<file path="src/rtl/nibble_serial_add_ctrl.sv">
// Word add/subtract sequenced through one 4-bit ripple slice,
// one nibble per cycle, with valid/ready on operand and result sides.

module ha (
  input  logic i_a,
  input  logic i_b,
  output logic o_s,
  output logic o_c
);
  assign o_s = i_a ^ i_b;
  assign o_c = i_a & i_b;
endmodule

module fa (
  input  logic i_a,
  input  logic i_b,
  input  logic i_c,
  output logic o_s,
  output logic o_c
);
  logic w_s0, w_c0, w_c1;

  ha u_ha0 (.i_a(i_a),  .i_b(i_b), .o_s(w_s0), .o_c(w_c0));
  ha u_ha1 (.i_a(w_s0), .i_b(i_c), .o_s(o_s),  .o_c(w_c1));

  assign o_c = w_c0 | w_c1;
endmodule

module nibble_serial_add_ctrl #(
  parameter int WORD_W = 16
) (
  input  logic              clk,
  input  logic              rst,
  input  logic              start_valid,
  output logic              start_ready,
  input  logic [WORD_W-1:0] op_a,
  input  logic [WORD_W-1:0] op_b,
  input  logic              cin,
  input  logic              sub,
  output logic              res_valid,
  input  logic              res_ready,
  output logic [WORD_W-1:0] sum,
  output logic              cout,
  output logic              ovf,
  output logic              busy,
  output logic [((WORD_W/4) > 1 ? $clog2(WORD_W/4) : 1)-1:0] nib_idx
);
  localparam int NUM_NIB = WORD_W / 4;
  localparam int IDX_W   = (NUM_NIB > 1) ? $clog2(NUM_NIB) : 1;
  localparam int MSB     = WORD_W - 1;

  typedef enum logic [1:0] {
    IDLE = 2'd0,
    RUN  = 2'd1,
    DONE = 2'd2
  } state_t;

  state_t r_state, w_next;

  logic [WORD_W-1:0] r_a, r_b, r_sum;
  logic              r_c, r_cout, r_ovf, r_res_valid, r_busy;
  logic [IDX_W-1:0]  r_idx;

  logic [3:0] w_an, w_bn, w_s;
  logic [4:0] w_c;
  logic       w_last;

  // Operand nibble select driven by the current nibble index
  always_comb begin
    w_an = '0;
    w_bn = '0;
    for (int k = 0; k < NUM_NIB; k++) begin
      if (r_idx == IDX_W'(k)) begin
        w_an = r_a[4*k +: 4];
        w_bn = r_b[4*k +: 4];
      end
    end
  end

  assign w_c[0] = r_c;

  for (genvar g = 0; g < 4; g++) begin : g_slice
    fa u_fa (
      .i_a(w_an[g]),
      .i_b(w_bn[g]),
      .i_c(w_c[g]),
      .o_s(w_s[g]),
      .o_c(w_c[g+1])
    );
  end

  assign w_last = (r_idx == IDX_W'(NUM_NIB - 1));

  always_ff @(posedge clk or posedge rst) begin
    if (rst) r_state <= IDLE;
    else     r_state <= w_next;
  end

  always_comb begin
    w_next = r_state;
    unique case (r_state)
      IDLE:    if (start_valid) w_next = RUN;
      RUN:     if (w_last)      w_next = DONE;
      DONE:    if (res_ready)   w_next = IDLE;
      default: w_next = IDLE;
    endcase
  end

  always_ff @(posedge clk or posedge rst) begin
    if (rst) begin
      r_a         <= '0;
      r_b         <= '0;
      r_sum       <= '0;
      r_c         <= 1'b0;
      r_cout      <= 1'b0;
      r_ovf       <= 1'b0;
      r_res_valid <= 1'b0;
      r_busy      <= 1'b0;
      r_idx       <= '0;
    end else begin
      unique case (r_state)
        IDLE: begin
          if (start_valid) begin
            r_a    <= op_a;
            r_b    <= sub ? ~op_b : op_b;
            r_c    <= sub | cin;
            r_idx  <= '0;
            r_busy <= 1'b1;
          end
        end
        RUN: begin
          for (int k = 0; k < NUM_NIB; k++) begin
            if (r_idx == IDX_W'(k)) r_sum[4*k +: 4] <= w_s;
          end
          r_c <= w_c[4];
          if (w_last) begin
            r_cout      <= w_c[4];
            // Overflow uses the MSB nibble result, not the old sum
            r_ovf       <= (r_a[MSB] == r_b[MSB]) && (w_s[3] != r_a[MSB]);
            r_res_valid <= 1'b1;
            r_idx       <= '0;
          end else begin
            r_idx <= r_idx + IDX_W'(1);
          end
        end
        DONE: begin
          if (res_ready) begin
            r_res_valid <= 1'b0;
            r_busy      <= 1'b0;
          end
        end
        default: ;
      endcase
    end
  end

  assign start_ready = (r_state == IDLE);
  assign res_valid   = r_res_valid;
  assign sum         = r_sum;
  assign cout        = r_cout;
  assign ovf         = r_ovf;
  assign busy        = r_busy;
  assign nib_idx     = r_idx;

endmodule

</file>
<file path="config.mk">
export PLATFORM = sky130hd
export DESIGN_NAME = nibble_serial_add_ctrl
export DESIGN_NICKNAME = d
export VERILOG_FILES = /design/src/rtl/nibble_serial_add_ctrl.sv
export SDC_FILE = /design/constraint.sdc
export NUM_CORES = 1
export LEC_CHECK = 0
export BUFFER_PORTS_ARGS = -buffer_cell sky130_fd_sc_hd__buf_2
export CAP_MARGIN = 10
export CORE_MARGIN = 2
export CORE_UTILIZATION = 55
export CTS_BUF_LIST = sky130_fd_sc_hd__clkbuf_4 sky130_fd_sc_hd__clkbuf_8 sky130_fd_sc_hd__clkbuf_16
export DETAILED_ROUTE_END_ITERATION = 6
export HOLD_SLACK_MARGIN = 0.1
export PLACE_DENSITY = 0.84
export SLEW_MARGIN = 20
export SYNTH_ARGS = -nofsm -noshare
export SYNTH_HDL_FRONTEND = slang
export SYNTH_SLANG_ARGS = --single-unit
</file>
<file path="constraint.sdc">
create_clock -name clk -period 9.2 [get_ports clk]
set_clock_uncertainty 0.05 [all_clocks]
set_input_delay 1.84 -clock clk [delete_from_list [all_inputs] [get_ports clk]]
set_output_delay 1.84 -clock clk [all_outputs]
set_load 0.01 [all_outputs]
</file>
; Yosys cells after proc, flatten, opt, wreduce, memory -nomap -nowiden
; Index checks and enable logic that the tools add are counted.
[op_classes]
addsub = 1
eq_ne = 10
mux = 23
n_bitwise = 22
n_reduce_logical = 15
[op_table]
columns = op, count
row1 = $mux 4, 8
row2 = $mux 16, 1
row3 = $not 16->16, 1
row4 = $reduce_and 2->1, 6
row5 = $mux 2, 5
row6 = $reduce_and 3->1, 3
row7 = $and 1x1->1, 8
row8 = $xor 1x1->1, 8
row9 = $eq 2x2->1 const B, 3
row10 = $ne 2x2->1 const B, 3
row11 = $pmux 1 s2, 3
row12 = $pmux 2 s3, 1
row13 = $reduce_bool 2->1, 3
row14 = $or 1x1->1, 5
row15 = $eq 2x1->1 const B, 2
row16 = $logic_not 2->1, 2
row17 = $mux 1, 4
row18 = $pmux 2 s2, 1
row19 = $add 2x1->2 const B, 1
row20 = $eq 1x1->1, 1
row21 = $logic_and 1x1->1, 1
row22 = $ne 1x1->1, 1
[word_totals]
reg_bits = 57
input_bits = 38
word_cells = 84

; Longest topological paths before layout
[depth]
depth_word = 15
depth_mapped = 12
depth_no_buf = 12

; Modules after synthesis
; From an unflattened synthesis, not the netlist that was laid out.
[hier_totals]
cells_unflattened = 274
hier_area_um2 = 2756.4
[by_module_without_submodules]
columns = module, instances, cells_each, area_per_inst_um2, seq_area_each_um2
row1 = nibble_serial_add_ctrl, 1, 262, 2631.3, 1426.4
row2 = ha, 8, 1, 12.5, 0.0
row3 = fa, 4, 1, 6.3, 0.0

; Worst setup path after synthesis
; No wires, ideal clock.
[synth_path]
kind = register to register
start = register r_idx[0] (netlist: nib_idx[0])
end = register r_ovf (netlist: ovf)
setup_ps = 136
arrival_ps = 3406
required_time_ps = 9014
setup_slack_ps = 5608
path_stages_with_launch = 13
path_buffers = 1
synth_period_minus_slack_ps = 3592
path_cell_list = dfrtp_1 -> inv_1 -> ha_1 -> clkbuf_1 -> a221oi_1 -> o31ai_1 -> fa_1 -> fa_1 -> fa_1 -> fa_1 -> and3b_1 -> a21oi_1 -> o21ai_0
[synth_between]
elab_chain_cells = 15
[synth_lines]
columns = element, line_no
row1 = start: declaration, 62  ; logic [IDX_W-1:0] r_idx;
row2 = start signal: assignment, 143  ; r_idx <= r_idx + IDX_W'(1);
row3 = $logic_not 2->1, 73  ; if (r_idx == IDX_W'(k)) begin
row4 = $mux 4 (4 in series), 73
row5 = $xor 1x1->1, 10  ; assign o_s = i_a ^ i_b;
row6 = $and 1x1->1, 11  ; assign o_c = i_a & i_b;
row7 = $or 1x1->1, 26  ; assign o_c = w_c0 | w_c1;
row8 = $and 1x1->1, 11
row9 = $or 1x1->1, 26
row10 = $and 1x1->1, 11
row11 = $or 1x1->1, 26
row12 = $xor 1x1->1 *, 10
row13 = named net g_slice[3].u_fa.o_s, 18  ; output logic o_s,
row14 = $ne 1x1->1 *, 139  ; r_ovf <= (r_a[MSB] == r_b[MSB]) && (w_s[3] != r_a[MSB]);
row15 = $logic_and 1x1->1 *, 139
row16 = end signal: assignment, 139
row17 = end: declaration, 61  ; logic r_c, r_cout, r_ovf, r_res_valid, r_busy;
; Mark *: on every way through the listed nets, which the timed path passes. The rest lies on a longest branch.
; A chain may end at the register's enable or synchronous reset.

; Worst setup path in the final report
[layout_path]
start = register r_idx[1] (netlist: nib_idx[1])
end = register r_ovf (netlist: ovf)
; The elaborated chain is that of the path after synthesis.

==> results.json <==
{
  "status": "finished clean",
  "clkPwrFrac_pct": 20.5,
  "critPathArrivalTime_ns": 4.19,
  "drv_slew": 0,
  "vias_per_cell": 5.19,
  "grt_start_max_net_pins": 58,
  "synth_compound_area_share_pct": 11.2,
  "fp.dieArea_um2": 5490,
  "layout_worst_path_cycle_share_pct": 43.7,
  "wl_mm": 5.43,
  "cts_buffers": 9,
  "post_cts_buffers": 0,
  "post-route-min-period_ns": 4.02,
  "synth-xor-area-share_pct": 5.19,
  "cellLeakagePower_uw": 0.00159,
  "clk_pin_slew_worst_paths_ns": 0.07,
  "synth_top_family_by_area": "simple AND/OR/NAND/NOR gates",
  "place_hpwl_mm": 3.81,
  "yosysWarnings": 0,
  "rsz0062_at_grt": "false",
  "drive_gt1_share_pct": 29.8,
  "p_comb_share_pct": 45.2,
  "cts_max_level": 3,
  "timing.slew.headroom_pct": 52.6,
  "num_rows": 25,
  "grt_usage_pct": 22.3,
  "initial_core_util_pct": 57.2,
  "startpoint": "nib_idx[1]",
  "power_frac_seq_pct": 34.3,
  "setup_viol": 0,
  "switching_share_pct": 38.6,
  "grt_pass1_wl_mm": 8.96,
  "hold_class": "reg2reg",
  "drc": 0,
  "worstSetupPathType": "reg2reg",
  "synth_simple_gate_area_share_pct": 14.7,
  "p_switching_uw": 510,
  "insertion_delay_ns": 0.34,
  "maxCapViolCount": 0,
  "drt_first_pass_iters": 5,
  "r2r-start": "nib_idx[1]",
  "die_h_um": 74.1,
  "gp_congestion": 0.775,
  "mostFrequentLayoutCells": "nand2_1, buf_2, dfrtp_1",
  "fillCellCount": 370,
  "peakVddDrop_uv": 188,
  "start_kind": "register",
  "fp.dieW_um": 74.1,
  "drtIter0Drc": 127,
  "diodes": 0,
  "crit_required_ns": 9.37,
  "clock.fmax_mhz": 248,
  "nets": 370,
  "multiInputGateArea_um2": 1170,
  "regArea_um2": 1430,
  "synth.avg_cell_area_um2": 10.2,
  "core_um2": 4720,
  "io_pins": 61,
  "final_common_cell": "nand2_1",
  "final-hold-violation-count": 0,
  "cts_root_buf": "clkbuf_8",
  "avgRoutedWirePerCell_um": 13.7,
  "syn_nets": 312,
  "syn2layout_area_growth_pct": 20.7,
  "syn_inst": 266,
  "tightest_slew_ns": 0.711,
  "netlist_area_um2": 2700,
  "min-delay-start": "r_a[2]",
  "cts_tree": "yes",
  "antenna_found_initial": 0,
  "synthMuxAreaShare_pct": 7.08,
  "power.internal_uw": 810,
  "vias": 2055,
  "ctsHoldBuffers": 0,
  "synth.distinct_cells": 25,
  "cts.path.max_buffers": 2,
  "clock-sinks": 57,
  "synth-seq-area-share_pct": 52.8,
  "crit_fanout": 12,
  "port_buffers": 60,
  "ys_ff_latch": 57,
  "overflow": 0,
  "cts-resized-gates": 0,
  "setup-tns-final_ns": 0,
  "powerDensity_nw_per_um2": 404,
  "yosys.area_share.adder_pct": 4.81,
  "detail-route-antenna-nets": 0,
  "total_power_uw": 1320,
  "end_kind": "register",
  "grt_pass1_vias": 1964
}
-- per-layer routing --
metal  part of all wire (%)  GRT usage [%]
met3                    6.6           5.96
met4                    2.0           11.9
met5                      0              0
met1                     44           28.1
met2                     47           35.1
-- registers in the layout, summed over array words and instances (netlist names) --
name       count
cout           1
r_c            1
nib_idx        2
busy           1
sum           16
r_b           16
r_state        2
res_valid      1
ovf            1
r_a           16
-- final cells by class --
cell class              count  share of cell area, %
flip-flops and latches     57                   43.7
well taps                  67                   2.57
inverters                   8                  0.920
repair buffers             63                   9.89
clock inverters             4                   2.30
clock buffers              12                   4.87
multi-input cells         185                   35.7
-- power by group through the flow --
stage	clock, uW	sequential, uW	combinational (uW)
2_1_floorplan	0	452	415
3_3_place_gp	0	452	572
3_5_place_dp	0	456	608
4_1_cts	275	452	611
5_1_grt	284	465	677
6_report	270	453	596
-- per-stage QoR --
stage	cells	setup WS (ns)	cell area [um^2]	hold slack [ns]	utilization [%]
6_report	396	5.18	3260	0.436	69.1
3_3_place_gp	380	5.41	3030	0.412	64.1
2_1_floorplan	266	5.61	2700	0.394	-
3_5_place_dp	380	5.19	3030	0.419	64.1
4_1_cts	396	5.17	3260	0.435	69.1
5_1_grt	396	4.88	3260	0.455	69.1
-- cell usage after synthesis, drive strengths merged --
| master | n | area share, % |
|---|---|---|
| mux2 | 17 | 7.1 |
| a21oi | 8 | 1.5 |
| nand3b | 1 | 0.28 |
| nor3b | 1 | 0.28 |
| a22o | 2 | 0.65 |
| a221oi | 6 | 1.9 |
| nor2b | 8 | 1.9 |
| fa | 4 | 3.0 |
| nor2 | 3 | 0.42 |
| buf | 8 | 2.0 |
| inv | 8 | 1.1 |
| o21ai | 25 | 4.6 |
| ha | 4 | 1.9 |
| o31ai | 9 | 2.5 |
| dfrtp | 57 | 53 |
| and3b | 1 | 0.32 |
| xnor2 | 16 | 5.2 |
| or3b | 1 | 0.32 |
| nand2b | 1 | 0.23 |
| nand2 | 75 | 10 |
| clkbuf | 8 | 1.1 |
| nand3 | 3 | 0.56 |
-- worst paths after layout --
path	cells past startpoint	slack [ns]	to
min in group asynchronous	3	1.64	busy
worst min register to register	2	0.44	r_a[2]
worst max register to register	12	5.18	ovf
max in group asynchronous	3	6.99	r_a[5]
worst max-delay path	12	5.18	ovf
worst min-delay path	2	0.44	r_a[2]
-- critical path: stages (launching register included) --
cell and delay [ns]:
dfrtp_1 0.41, inv_1 0.11, ha_1 0.42, nor2b_1 0.20, a221oi_1 0.30, o31ai_1 0.15, fa_1 0.46, fa_1 0.39
fa_1 0.42, fa_1 0.60, and3b_1 0.20, a21oi_1 0.11, o21ai_0 0.08
-- cells by family after synthesis --
| family | after synthesis |
|---|---|
| XOR/XNOR | 16 |
| multiplexers | 17 |
| flip-flops | 57 |
| adder cells (fa/ha/maj) | 8 |
| AO/OA/AOI/OAI | 50 |
| AND/OR/NAND/NOR | 94 |
| buffers and inverters | 24 |
Power figures use the tool's default switching activity.
